==> src/rtl/tx_symbol_sequencer_if.sv <==
`default_nettype none
// +----------------------------------------------------------------------------+
// | Module   : tx_symbol_sequencer_if                                          |
// | Brief    : Byte handshake and symbol-mux drive bundle for the sequencer.   |
// | Revision : 1.0 - initial release                                           |
// +----------------------------------------------------------------------------+
interface tx_symbol_sequencer_if;
   logic [7:0] tx_data;
   logic       tx_valid;
   logic       tx_ready;
   logic       sB;
   logic       sA;
   logic [1:0] sym0;
   logic [1:0] sym1;
   logic       sym_strobe;
   logic       frame_done;

   modport master (
      output tx_data, tx_valid,
      input  tx_ready, sB, sA, sym0, sym1, sym_strobe, frame_done
   );

   modport slave (
      input  tx_data, tx_valid,
      output tx_ready, sB, sA, sym0, sym1, sym_strobe, frame_done
   );
endinterface
`default_nettype wire

==> src/rtl/tx_symbol_sequencer.sv <==
`default_nettype none
// +----------------------------------------------------------------------------+
// | Module   : tx_symbol_sequencer                                             |
// | Brief    : Frames a byte as preamble + 4 data dibits (+ parity symbol when |
// |            TX_PARITY_EN is defined) and drives the 2-bit symbol mux.       |
// | Revision : 1.0 - initial release                                           |
// +----------------------------------------------------------------------------+
module tx_symbol_sequencer #(
   parameter int PREAMBLE_LEN = 4,
   parameter int SYM_DIV      = 4
) (
   input  logic                    clk,
   input  logic                    rst,
   tx_symbol_sequencer_if.slave    bus
);

   localparam logic [7:0] c_last_tick = 8'(SYM_DIV - 1);
   localparam logic [3:0] c_last_pre  = 4'(PREAMBLE_LEN - 1);
   localparam logic [3:0] c_last_data = 4'd3;

   typedef enum logic [1:0] {
      IDLE     = 2'd0,
      PREAMBLE = 2'd1,
      DATA     = 2'd2
`ifdef TX_PARITY_EN
      ,
      PARITY   = 2'd3
`endif
   } state_t;

   state_t     r_state, w_state;
   logic [7:0] r_tick, w_tick;
   logic [3:0] r_idx, w_idx;
   logic [7:0] r_byte, w_byte;
   logic       w_wrap;

   logic       r_tx_ready, w_tx_ready;
   logic [1:0] r_sel, w_sel;
   logic [1:0] r_sym0, w_sym0;
   logic [1:0] r_sym1, w_sym1;
   logic       r_strobe, w_strobe;
   logic       r_done, w_done;

   always_ff @(posedge clk) begin
      if (rst) begin
         r_state    <= IDLE;
         r_tick     <= 8'd0;
         r_idx      <= 4'd0;
         r_byte     <= 8'd0;
         r_tx_ready <= 1'b0;
         r_sel      <= 2'b10;
         r_sym0     <= 2'b00;
         r_sym1     <= 2'b00;
         r_strobe   <= 1'b0;
         r_done     <= 1'b0;
      end else begin
         r_state    <= w_state;
         r_tick     <= w_tick;
         r_idx      <= w_idx;
         r_byte     <= w_byte;
         r_tx_ready <= w_tx_ready;
         r_sel      <= w_sel;
         r_sym0     <= w_sym0;
         r_sym1     <= w_sym1;
         r_strobe   <= w_strobe;
         r_done     <= w_done;
      end
   end

   always_comb begin
      w_state    = r_state;
      w_tick     = r_tick;
      w_idx      = r_idx;
      w_byte     = r_byte;
      w_wrap     = (r_tick == c_last_tick);

      case (r_state)
         IDLE: begin
            if (bus.tx_valid && r_tx_ready) begin
               w_state = PREAMBLE;
               w_tick  = 8'd0;
               w_idx   = 4'd0;
               w_byte  = bus.tx_data;
            end
         end
         default: begin
            w_tick = w_wrap ? 8'd0 : r_tick + 8'd1;
            if (w_wrap) begin
               w_idx = r_idx + 4'd1;
               if (r_state == PREAMBLE && r_idx == c_last_pre) begin
                  w_state = DATA;
                  w_idx   = 4'd0;
               end else if (r_state == DATA && r_idx == c_last_data) begin
`ifdef TX_PARITY_EN
                  w_state = PARITY;
`else
                  w_state = IDLE;
`endif
                  w_idx   = 4'd0;
               end
`ifdef TX_PARITY_EN
               else if (r_state == PARITY) begin
                  w_state = IDLE;
                  w_idx   = 4'd0;
               end
`endif
            end
         end
      endcase

      // Outputs are decoded from the next state so they land registered on the
      // same edge as the state change, keeping select and data aligned.
      w_tx_ready = 1'b0;
      w_sel      = 2'b10;
      w_sym0     = 2'b00;
      w_sym1     = 2'b00;
      w_strobe   = (w_state != IDLE) && (w_tick == 8'd0);
      w_done     = 1'b0;

      case (w_state)
         IDLE: w_tx_ready = 1'b1;
         PREAMBLE: begin
            w_sel  = 2'b00;
            w_sym0 = w_idx[0] ? 2'b01 : 2'b10;
         end
         DATA: begin
            w_sel = 2'b01;
            case (w_idx[1:0])
               2'd0:    w_sym1 = w_byte[7:6];
               2'd1:    w_sym1 = w_byte[5:4];
               2'd2:    w_sym1 = w_byte[3:2];
               default: w_sym1 = w_byte[1:0];
            endcase
`ifndef TX_PARITY_EN
            w_done = (w_idx == c_last_data) && (w_tick == c_last_tick);
`endif
         end
`ifdef TX_PARITY_EN
         PARITY: begin
            w_sel  = 2'b00;
            w_sym0 = {1'b1, ^w_byte};
            w_done = (w_tick == c_last_tick);
         end
`endif
         default: ;
      endcase
   end

   assign bus.tx_ready   = r_tx_ready;
   assign bus.sB         = r_sel[1];
   assign bus.sA         = r_sel[0];
   assign bus.sym0       = r_sym0;
   assign bus.sym1       = r_sym1;
   assign bus.sym_strobe = r_strobe;
   assign bus.frame_done = r_done;

endmodule
`default_nettype wire
==> src/flat_wrapper.sv <==
// flat-port wrapper written by rule: the top's interface ports become plain ports
module tx_symbol_sequencer_flat 
#(
   parameter int PREAMBLE_LEN = 4,
   parameter int SYM_DIV      = 4
)
  (clk, rst, bus_tx_data, bus_tx_valid, bus_tx_ready, bus_sB, bus_sA, bus_sym0, bus_sym1, bus_sym_strobe, bus_frame_done);
  tx_symbol_sequencer_if bus_i ();
  input  logic clk;
  input  logic rst;
  input wire logic [$bits(bus_i.tx_data)-1:0] bus_tx_data;
  input wire logic [$bits(bus_i.tx_valid)-1:0] bus_tx_valid;
  output wire logic [$bits(bus_i.tx_ready)-1:0] bus_tx_ready;
  output wire logic [$bits(bus_i.sB)-1:0] bus_sB;
  output wire logic [$bits(bus_i.sA)-1:0] bus_sA;
  output wire logic [$bits(bus_i.sym0)-1:0] bus_sym0;
  output wire logic [$bits(bus_i.sym1)-1:0] bus_sym1;
  output wire logic [$bits(bus_i.sym_strobe)-1:0] bus_sym_strobe;
  output wire logic [$bits(bus_i.frame_done)-1:0] bus_frame_done;
  assign bus_i.tx_data = bus_tx_data;
  assign bus_i.tx_valid = bus_tx_valid;
  assign bus_tx_ready = bus_i.tx_ready;
  assign bus_sB = bus_i.sB;
  assign bus_sA = bus_i.sA;
  assign bus_sym0 = bus_i.sym0;
  assign bus_sym1 = bus_i.sym1;
  assign bus_sym_strobe = bus_i.sym_strobe;
  assign bus_frame_done = bus_i.frame_done;
  tx_symbol_sequencer #(.PREAMBLE_LEN(PREAMBLE_LEN), .SYM_DIV(SYM_DIV)) u_core (.clk(clk), .rst(rst), .bus(bus_i));
endmodule
==> config.mk <==
export PLATFORM = sky130hd
export DESIGN_NAME = tx_symbol_sequencer_flat
export DESIGN_NICKNAME = d
export VERILOG_FILES = /design/src/rtl/tx_symbol_sequencer_if.sv /design/src/rtl/tx_symbol_sequencer.sv /design/src/flat_wrapper.sv
export SDC_FILE = /design/constraint.sdc
export NUM_CORES = 1
export LEC_CHECK = 0
export CAP_MARGIN = 20
export CORE_ASPECT_RATIO = 0.9
export CORE_MARGIN = 2
export CORE_UTILIZATION = 45
export CTS_CLUSTER_DIAMETER = 50
export DETAILED_ROUTE_END_ITERATION = 12
export PLACE_DENSITY = 0.7
export SYNTH_ARGS = -nofsm -noshare
export SYNTH_HDL_FRONTEND = slang
export SYNTH_SLANG_ARGS = --single-unit
==> constraint.sdc <==
create_clock -name clk -period 3.2 [get_ports clk]
set_clock_uncertainty 0.15 [all_clocks]
set_input_delay 0.32 -clock clk [delete_from_list [all_inputs] [get_ports clk]]
set_output_delay 0.32 -clock clk [all_outputs]
set_load 0.005 [all_outputs]
==> metrics.md <==
| Metric | Value |
|---|---|
| Worst-path clk slew | about 0.060 ns |
| EDFF count, synth | 0 |
| Critical Path Start | u_core.r_tick[0] |
| VDD IR max | 0.2542 mV |
| R2R Setup Slk | 0.34 ns |
| Finished Cell Area | about 1900 µm² |
| First-pass GRT wire length | approximately 5.6 mm |
| Slew margin rel. | 61.46% |
| Post-route DRC violation count | 0 |
| Count leader, synth | dfxtp_1 |
| CTS tree | done |
| Setup bufs post-CTS | 0 |
| Vias in the first global route | ~1,300 |
| Die Wd | between 60 and 70 µm |
| Final setup viols | 0 |
| Cell Area, Synth | around 1500 µm² |
| RSZ-0062 raised after global routing | no |
| Post-Syn Nets | approximately 190 |
| Die Y | between 50 and 60 µm |
| Async S/R FF share, synth | 0% |
| Seq/Total Area, Yosys | approximately two fifths |
| DRT iter0 DRCs | a little under 60 |
| PostCTS Resize Cnt | 0 |
| Synth area leader | dfxtp_1 |
| Reg2Reg Depth | 11 |
| Synth unique cells | 47 |
| Synth Instances | 176 |
| Max FO, Critical Path | 5 |
| Post-DRT Antenna Nets | 0 |
| Total area of sequential cells | between 600 and 700 µm² |
| WL met1 | 1.584 mm |
| CTS Buffer Depth | 2 |
| Post-Route WL | about 3.2 mm |
| Port bufs | 19 |
| Dpl hpwl | 2.290 mm |
| Least-Margin Pin Slew | roughly 0.58 ns |
| Final period util | between 80% and 90% |
| FF-to-FF End | u_core.bus.frame_done |
| WP data arrival | slightly below 3 ns |
| Largest net degree at the start of global routing | 29 |
| Maximum clock rate | 0.3497 GHz |
| Die ar. | about 4000 µm² |
| CTS Buf Count | 5 |
| Filler Cell Count | around 290 |
| Final Util | a little under three fifths |
| Wire length per cell | around 13 µm |
| Outcome | complete, no violations |
| Initial antenna violation count | 0 |
| Worst Setup Start Kind | flip-flop |
| Area of the multi-input gates | 877.1 µm² |
| Static Leakage | around 0.73 nW |
| DR vias | 1,289 |
| CORE AREA | roughly 3300 µm² |
| Routed met2 length | 1.436 mm |
| Detail-routed via count per cell | 5.305 |
| Layout cells sized above 1 | 10.55% |
| Drt pass-1 iters | 4 |
| Syn. warnings | 0 |
| Hold Crit Depth | 2 |
| Critical Path End Type | flip-flop |
| Number of inserted diodes | 0 |
| Syn Area/Cell | about 8.7 µm² |
| Req. time, crit path | ~3.3 ns |
| Final Hold Fails | 0 |
| TNS Setup | 0 ns |
| H-tree lvl count | 2 |
| Tot GR Track Use | between 10% and 20% |
| DR top layer | met4 |
| Worst r2r src | u_core.r_tick[0] |
| Gpl congestion | roughly 0.85 |
| Max-cap viol count | 0 |
| Top cells by instance count after synthesis | dfxtp_1 (31), nand2_1 (23), a21oi_1 (21) |
| CTS Hold Buffers Added | 0 |
| Worst Hold Class | flip-flop to flip-flop |
| Worst skew pair latency | around 0.28 ns |
| Fin. max-slew vios | 0 |
| Initial Util | between 40 and 50% |
| Layout area overhead | 20.68% |
| #FFs+latches synth | 31 |
| Top cells by area, synth | dfxtp_1 (40%), a21oi_1 (6.8%), nand2_1 (5.6%) |
| Min Tclk post-route | roughly 2.9 ns |
| Root Buffer | clkbuf_8 |
| Total congestion overflow | 0 |
| Total power | approximately 0.8 mW |
| Nets | between 200 and 250 |
| Synth top area share | about two fifths |
| Hold path start | u_core.r_byte[5] |
| Main synth FF type | dfxtp_1 |
| CTS sink count | 31 |
| Rows | 20 |
| WS Path Type | flip-flop to flip-flop |
| Cell Pwr Density | roughly 420 nW/µm² |
| Met3 WL | between 100 and 150 µm |
| I/O pin total | 20 |
| Worst Hold End | u_core.r_byte[5] |
| Placed Area | around 1800 µm² |
[sequential cells by signal, summed over array words and instances (netlist names)]
| signal | count |
|---|---|
| u_core.bus.tx_ready | 1 |
| u_core.bus.sym0 | 2 |
| u_core.r_idx | 4 |
| u_core.r_state | 2 |
| u_core.bus.sym1 | 2 |
| u_core.bus.frame_done | 1 |
| u_core.r_sel | 2 |
| u_core.bus.sym_strobe | 1 |
| u_core.r_byte | 8 |
| u_core.r_tick | 8 |
[per-stage QoR]
stage               hold slack, ns  cells  setup slack [ns]
floorplan                   0.2857    176            0.6272
global placement            0.2935    235            0.3975
detailed placement          0.3036    235            0.2393
CTS                         0.3125    243            0.1979
global route                0.3349    243           0.05035
finish                      0.3082    243            0.3400
[cells in the final DEF (no fill, tap or decap), types with 3 or more instances in the layout]
master           count
ha_1                 6
nand2_1             23
inv_1                4
a21oi_1             21
clkdlybuf4s50_1     19
clkbuf_8             5
nor3b_1              4
nand3_1              5
o21ai_0              7
nor2b_1              5
dfxtp_1             31
nor2_1              19
mux2i_1              3
[area by class of cell]
class / instances / area share (%)
timing repair buffer: 21 / 11.07
clock inverter: 1 / 0.2699
inverter: 4 / 0.8097
clock buffer: 7 / 4.116
tap: 44 / 2.969
multi-input combinational: 135 / 47.30
sequential: 31 / 33.47
[where the power goes]
| part | switching [mW] | leakage, nW | internal (mW) |
|---|---|---|---|
| clock | 0.139 | 0.0422 | 0.152 |
| combinational | 0.0469 | 0.436 | 0.0421 |
| sequential | 0.00778 | 0.251 | 0.398 |
| total | 0.194 | 0.729 | 0.592 |
[per-layer routing]
layer	track usage, %	up-vias
met5	0	-
met4	11.90	0
met3	6.654	9
met2	28.28	26
met1	24.71	583
li1	-	671
[how the worst max path moves through the flow]
stage	slack, ns	endpoint	depth (start not counted)
after floorplan	0.63	u_core.bus.frame_done	11
after global placement	0.40	u_core.bus.frame_done	11
after detailed placement	0.24	u_core.bus.frame_done	11
after CTS	0.20	u_core.bus.frame_done	11
after global routing	0.05	u_core.bus.frame_done	11
final	0.34	u_core.bus.frame_done	11
[worst max-delay path, cell delays in order (launching register included)]
cell and delay (ns):
dfxtp_1 0.38, ha_1 0.26, nor4b_4 0.37, nand3_1 0.17, o21ai_0 0.16, and2_1 0.25, ha_1 0.17, nor2b_2 0.20
nand2_1 0.07, o21ai_1 0.21, nor3b_1 0.20, and4b_1 0.21
[cell families after synthesis]
kind of cell               Yosys count  share of synthesized area [%]
and+or+nand+nor                     78                          28.58
AOI/OAI and AO/OA                   43                          17.59
DFF                                 31                          40.39
buffers and inverters               10                          2.687
adders and majority gates            6                          4.886
muxes                                5                          4.153
xor gates and xnor gates             3                          1.710
Power figures use the tool's default switching activity.
==> RTL edit 1, RTL diff (same flow settings) <==
Add a define of `TX_PARITY_EN`.
--- a/src/rtl/tx_symbol_sequencer.sv
+++ b/src/rtl/tx_symbol_sequencer.sv
@@ -6,4 +6,6 @@
 // | Revision : 1.0 - initial release                                           |
 // +----------------------------------------------------------------------------+
+`define TX_PARITY_EN
+
 module tx_symbol_sequencer #(
    parameter int PREAMBLE_LEN = 4,
Formal check against the unedited RTL: no difference found for any inputs over 10 cycles, from zero or initial values and one cycle with rst high; that may be too few to reach the edited logic, so the function may still have changed.
==> RTL edit 1 against the original RTL <==
Setup slack better by 0.092 ns. Synthesized cell count up 28%. Total power up 16%. Area after synthesis up 15%. Sequential cell count unchanged. Wire length up 35%. Final area up 15%. Clock power up 36%. Largest power group unchanged. Highest routed layer unchanged.
==> RTL edit 1: results (changes against the original RTL) <==
| Result | Reported | vs unedited |
|---|---|---|
| Largest registers | u_core.r_byte x8, u_core.r_tick x8, u_core.r_idx x4 |  |
| Via count | 1,714 | +33% |
| Synthesized-area fraction occupied by xor and xnor cells | 0.0445 | +0.0274 |
| Headroom to the max-slew limit | 0.417 | -0.197 |
| Net count after synthesis | 238 | +23% |
| Iteration-0 DRC Markers | 151 | +160% |
| Final weighted congestion in routability-driven placement | 0.932 | +9.6% |
| Fraction of registers with async set/reset | 0 | unchanged |
| Sequential share of the synthesized area | 0.350 | -0.0536 |
| Proportion of synthesized area in mux cells | 0.00565 | -0.0359 |
| Static leakage power | 0.000761 uW | +4.4% |
| Buffers inserted during post-CTS setup optimization | 0 | unchanged |
| Overall global routing resource usage | 0.218 | +0.0245 |
| H-tree depth | 2 | unchanged |
| Wire length of the first global-routing pass | 7810 um | +39% |
| Total detailed-routing wirelength | 4360 um | +35% |
| Internal Dissipation | 698 uW | +18% |
| Net count reported at finish | 255 | +19% |
| Ant diodes | 0 | unchanged |
| Count of warnings emitted by yosys | 0 | unchanged |
| Netlist cell types | 53 | +13% |
| Top cells by area in the synthesized netlist | sky130_fd_sc_hd__dfxtp_1, sky130_fd_sc_hd__a21oi_1, sky130_fd_sc_hd__nand2_1 |  |
| Setup slack of the worst register-to-register path | 0.43 ns | +0.09 ns |
| Number of inserted filler cells in the final layout | 364 | +27% |
| TritonRoute pass-1 iters | 5 | +1 |
| Max VDD drop | 215 uV | -15% |
| Gates resized, CTS repair | 0 | unchanged |
| Root Buffer Master | sky130_fd_sc_hd__clkbuf_8 |  |
| Fraction of the mapped netlist area in compound gates | 0.250 | +0.0741 |
| Result of the run | completed |  |
| Clock buffers created by TritonCTS | 5 | unchanged |
| Clock-pin transition on the worst setup and hold timing paths | 0.07 ns |  |
| Vias in the first global route | 1,600 | +28% |
| CP max FO | 8 | +3 |
| Sum of net half-perimeters after detailed placement | 3120 um | +36% |
| Min-delay worst type | reg2reg |  |
| Deepest clock path buffer count | 2 | unchanged |
| Top post-synthesis cells by count | sky130_fd_sc_hd__dfxtp_1, sky130_fd_sc_hd__nand2_1, sky130_fd_sc_hd__a21oi_1, sky130_fd_sc_hd__nor2_1, sky130_fd_sc_hd__nand3_1 |  |
| Pin count of the biggest net entering global routing | 17 | -41% |
| Adder-cell area share of the yosys netlist | 0.0141 | -0.0347 |
| Share of layout cells above drive strength 1 | 0.115 | +0.00970 |
| Worst-skew pair later-pin latency | 0.28 ns | about the same |
| Number of antenna violations at the first check in global routing | 0 | unchanged |
| Port Buffers | 19 | unchanged |
| WP data arrival | 2.76 ns | -0.18 ns |
-- RTL edit 1: kinds of logic after synthesis --
kind of cell,count (synthesis)
adder cells (fa/ha/maj),2
buffers and inverters,21
XOR/XNOR,9
flip-flops,31
multiplexers,1
AND/OR/NAND/NOR,93
AO/OA/AOI/OAI,68
-- RTL edit 1: cell type report --
| cell class | instances | share of cell area |
|---|---|---|
| Multi-Input combinational cell | 173 | 0.501 |
| Sequential cell | 31 | 0.292 |
| Timing Repair Buffer | 27 | 0.118 |
| Clock buffer | 6 | 0.0388 |
| Tap cell | 46 | 0.0270 |
| Clock inverter | 2 | 0.0165 |
| Inverter | 4 | 0.00705 |
-- RTL edit 1: worst paths after layout --
check / start / endpoint / cells past startpoint
worst max-delay path: u_core.r_tick[0] / u_core.bus.sym1[1] / 6
worst min-delay path: u_core.r_idx[3] / u_core.r_idx[3] / 1
worst max register to register: u_core.r_tick[0] / u_core.bus.sym1[1] / 6
worst min register to register: u_core.r_idx[3] / u_core.r_idx[3] / 1
-- RTL edit 1: worst max-delay path: stages, from the launching register on --
cell	delay [ns]
sky130_fd_sc_hd__dfxtp_1	0.46
sky130_fd_sc_hd__ha_1	0.28
sky130_fd_sc_hd__or4b_1	0.58
sky130_fd_sc_hd__or4b_2	0.70
sky130_fd_sc_hd__o211a_1	0.15
sky130_fd_sc_hd__a211oi_1	0.22
sky130_fd_sc_hd__a211oi_1	0.08
-- RTL edit 1: layer usage --
metal  track usage  up-vias  share of wire
met1         0.320      791           0.50
li1              -      855              -
met5             0        -              0
met4        0.0721        0          0.015
met2         0.315       60           0.43
met3        0.0480        8          0.061
-- RTL edit 1: metrics by stage --
step	setup slack [ns]	cell area [um^2]	cells	hold WS (ns)	util
2_1_floorplan	0.599	1770	225	0.291	-
3_3_place_gp	0.547	2010	281	0.316	0.535
3_5_place_dp	0.469	2010	281	0.314	0.535
4_1_cts	0.456	2130	289	0.327	0.566
5_1_grt	0.300	2130	289	0.380	0.566
6_report	0.432	2130	289	0.328	0.566
-- RTL edit 1: power groups by stage --
stage | Combinational (uW) | Clock [uW] | Sequential (uW)
floorplan | 65.2 | 0 | 414
global placement | 103 | 0 | 418
detailed placement | 104 | 0 | 418
CTS | 104 | 404 | 410
global route | 117 | 421 | 412
finish | 105 | 396 | 410
==> RTL edit 2, RTL diff (same flow settings) <==
Without the edit above. Re-encode `state_t` (3 states) as one-hot, 3 bits wide.
--- a/src/rtl/tx_symbol_sequencer.sv
+++ b/src/rtl/tx_symbol_sequencer.sv
@@ -19,8 +19,8 @@
    localparam logic [3:0] c_last_data = 4'd3;
 
-   typedef enum logic [1:0] {
-      IDLE     = 2'd0,
-      PREAMBLE = 2'd1,
-      DATA     = 2'd2
+   typedef enum logic [2:0] {
+      IDLE     = 3'b001,
+      PREAMBLE = 3'b010,
+      DATA     = 3'b100
 `ifdef TX_PARITY_EN
       ,
Behaviour: no difference found for any inputs over 10 cycles, from zero or initial values and one cycle with rst high; not proved beyond that.
==> RTL edit 2 against the original RTL <==
Via count up 18%. Total power up 25%. Final area up 4.2%. Sequential cell count up 1. Maximum frequency up 2.2%. Area after synthesis up 3.9%. Wire length up 13%. Combinational power up 91%. Global-route usage up 1.2 points. Count of clock-buffer cells in the layout down 1. Setup slack better by 0.061 ns. Critical endpoint is now u_core.bus.sym1[1]. Largest cell class unchanged. Highest routed layer unchanged.
==> RTL edit 2: results (changes against the original RTL) <==
| Result | Reported | vs unedited |
|---|---|---|
| Result of the run | completed |  |
| Net count reported at finish | 238 | +11% |
| Reg-to-reg endpoint | u_core.bus.sym1[1] |  |
| Proportion of synthesized area in mux cells | 0.0204 | -0.0212 |
| Met2 wire len | 1670 um | +16% |
| Fraction of area in multi-input gates | 0.462 | -0.0106 |
| Sum of net half-perimeters after detailed placement | 2640 um | +15% |
| Worst min-delay path endpoint | u_core.r_byte[7] |  |
| Clk cell area share | 0.0557 | +0.0118 |
| Synthesized-area fraction occupied by xor and xnor cells | 0.00549 | -0.0116 |
| Setup slack of the worst register-to-register path | 0.40 ns | +0.06 ns |
| Overall global routing resource usage | 0.206 | +0.0124 |
| Vias in the first global route | 1,355 | +8.3% |
| Via count | 1,522 | +18% |
| Placement-stage worst setup slack | 0.422 ns | +0.183 ns |
| Area share of buffers outside the clock network | 0.118 | +0.00721 |
| Total detailed-routing wirelength | 3650 um | +13% |
| Worst r2r path cells | 7 | -4 |
| Post-Route Utilization | 0.572 | +0.0147 |
| Pin count of the biggest net entering global routing | 22 | -24% |
| Combined area of the multi-input logic cells | 893 um^2 | +1.9% |
| Net count after synthesis | 219 | +13% |
| Fraction of standard cell area that is sequential | 0.332 | -0.00308 |
| Wire length of the first global-routing pass | 6180 um | +10% |
| Comb_multi_in | 160 | +19% |
| Flip-flop and latch count | 32 | +3.2% |
| Cells after synthesis | 206 | +17% |
| Top cells by area in the synthesized netlist | sky130_fd_sc_hd__dfxtp_1, sky130_fd_sc_hd__nand2_1, sky130_fd_sc_hd__a21oi_1 |  |
| Headroom to the max-slew limit | 0.543 | -0.0715 |
| Slowest stage delay, CP | 0.48 ns | +0.10 ns |
| Final weighted congestion in routability-driven placement | 0.921 | +8.4% |
| Share of layout cells above drive strength 1 | 0.0841 | -0.0215 |
| Standard cell with the maximum stage delay on the critical path | sky130_fd_sc_hd__or3b_2 |  |
| Placed cell area | 1820 um^2 | +3.0% |
| Via density per instance | 5.64 | +6.3% |
| Count of inverters other than clock inverters in the layout | 2 | -2 |
| WL met1 | 1670 um | +5.5% |
| Count of plain and timing-repair buffers | 24 | +14% |
| Synthesis-to-finish area growth | 21.0% |  |
| Static leakage power | 0.000717 uW | -1.6% |
| Netlist cell types | 46 | -2.1% |
| Max VDD drop | 322 uV | +27% |
[RTL edit 2: changes by cell type after synthesis, sizes merged, moves of 4 or more]
cell	delta
o21ai	+5
ha	-4
nor2b	-4
a21oi	+4
a22oi	+4
nand3	+6
nand2	+10
[RTL edit 2: power groups by stage]
stage          clock [uW]  sequential, uW  combinational (uW)
2_1_floorplan           0             438                 110
3_3_place_gp            0             444                 167
3_5_place_dp            0             447                 167
4_1_cts               383             438                 169
5_1_grt               409             441                 191
6_report              376             438                 170
[RTL edit 2: how the worst max path moves through the flow]
stage | start | endpoint | slack (ns) | depth (start not counted)
floorplan | u_core.r_tick[0] | u_core.bus.sym1[0] | 0.66 | 8
global placement | u_core.r_tick[0] | u_core.bus.sym1[0] | 0.52 | 7
detailed placement | u_core.r_tick[0] | u_core.bus.sym1[1] | 0.42 | 7
CTS | u_core.r_tick[0] | u_core.bus.sym1[1] | 0.42 | 7
global route | u_core.r_tick[0] | u_core.bus.frame_done | 0.21 | 7
finish | u_core.r_tick[0] | u_core.bus.sym1[1] | 0.40 | 7
[RTL edit 2: worst register-to-register path, stage by stage, from the launching register on]
cell and delay, ns:
sky130_fd_sc_hd__dfxtp_1 0.45, sky130_fd_sc_hd__ha_1 0.29, sky130_fd_sc_hd__or3b_2 0.48, sky130_fd_sc_hd__or3_1 0.47
sky130_fd_sc_hd__mux2i_4 0.24, sky130_fd_sc_hd__a21oi_1 0.33, sky130_fd_sc_hd__a22oi_1 0.16, sky130_fd_sc_hd__o211ai_1 0.17
[RTL edit 2: per-layer routing]
layer | global-route usage | vias to the layer above
met3 | 0.0724 | 4
met1 | 0.279 | 693
li1 | - | 771
met2 | 0.307 | 54
met5 | 0 | -
met4 | 0.0729 | 0
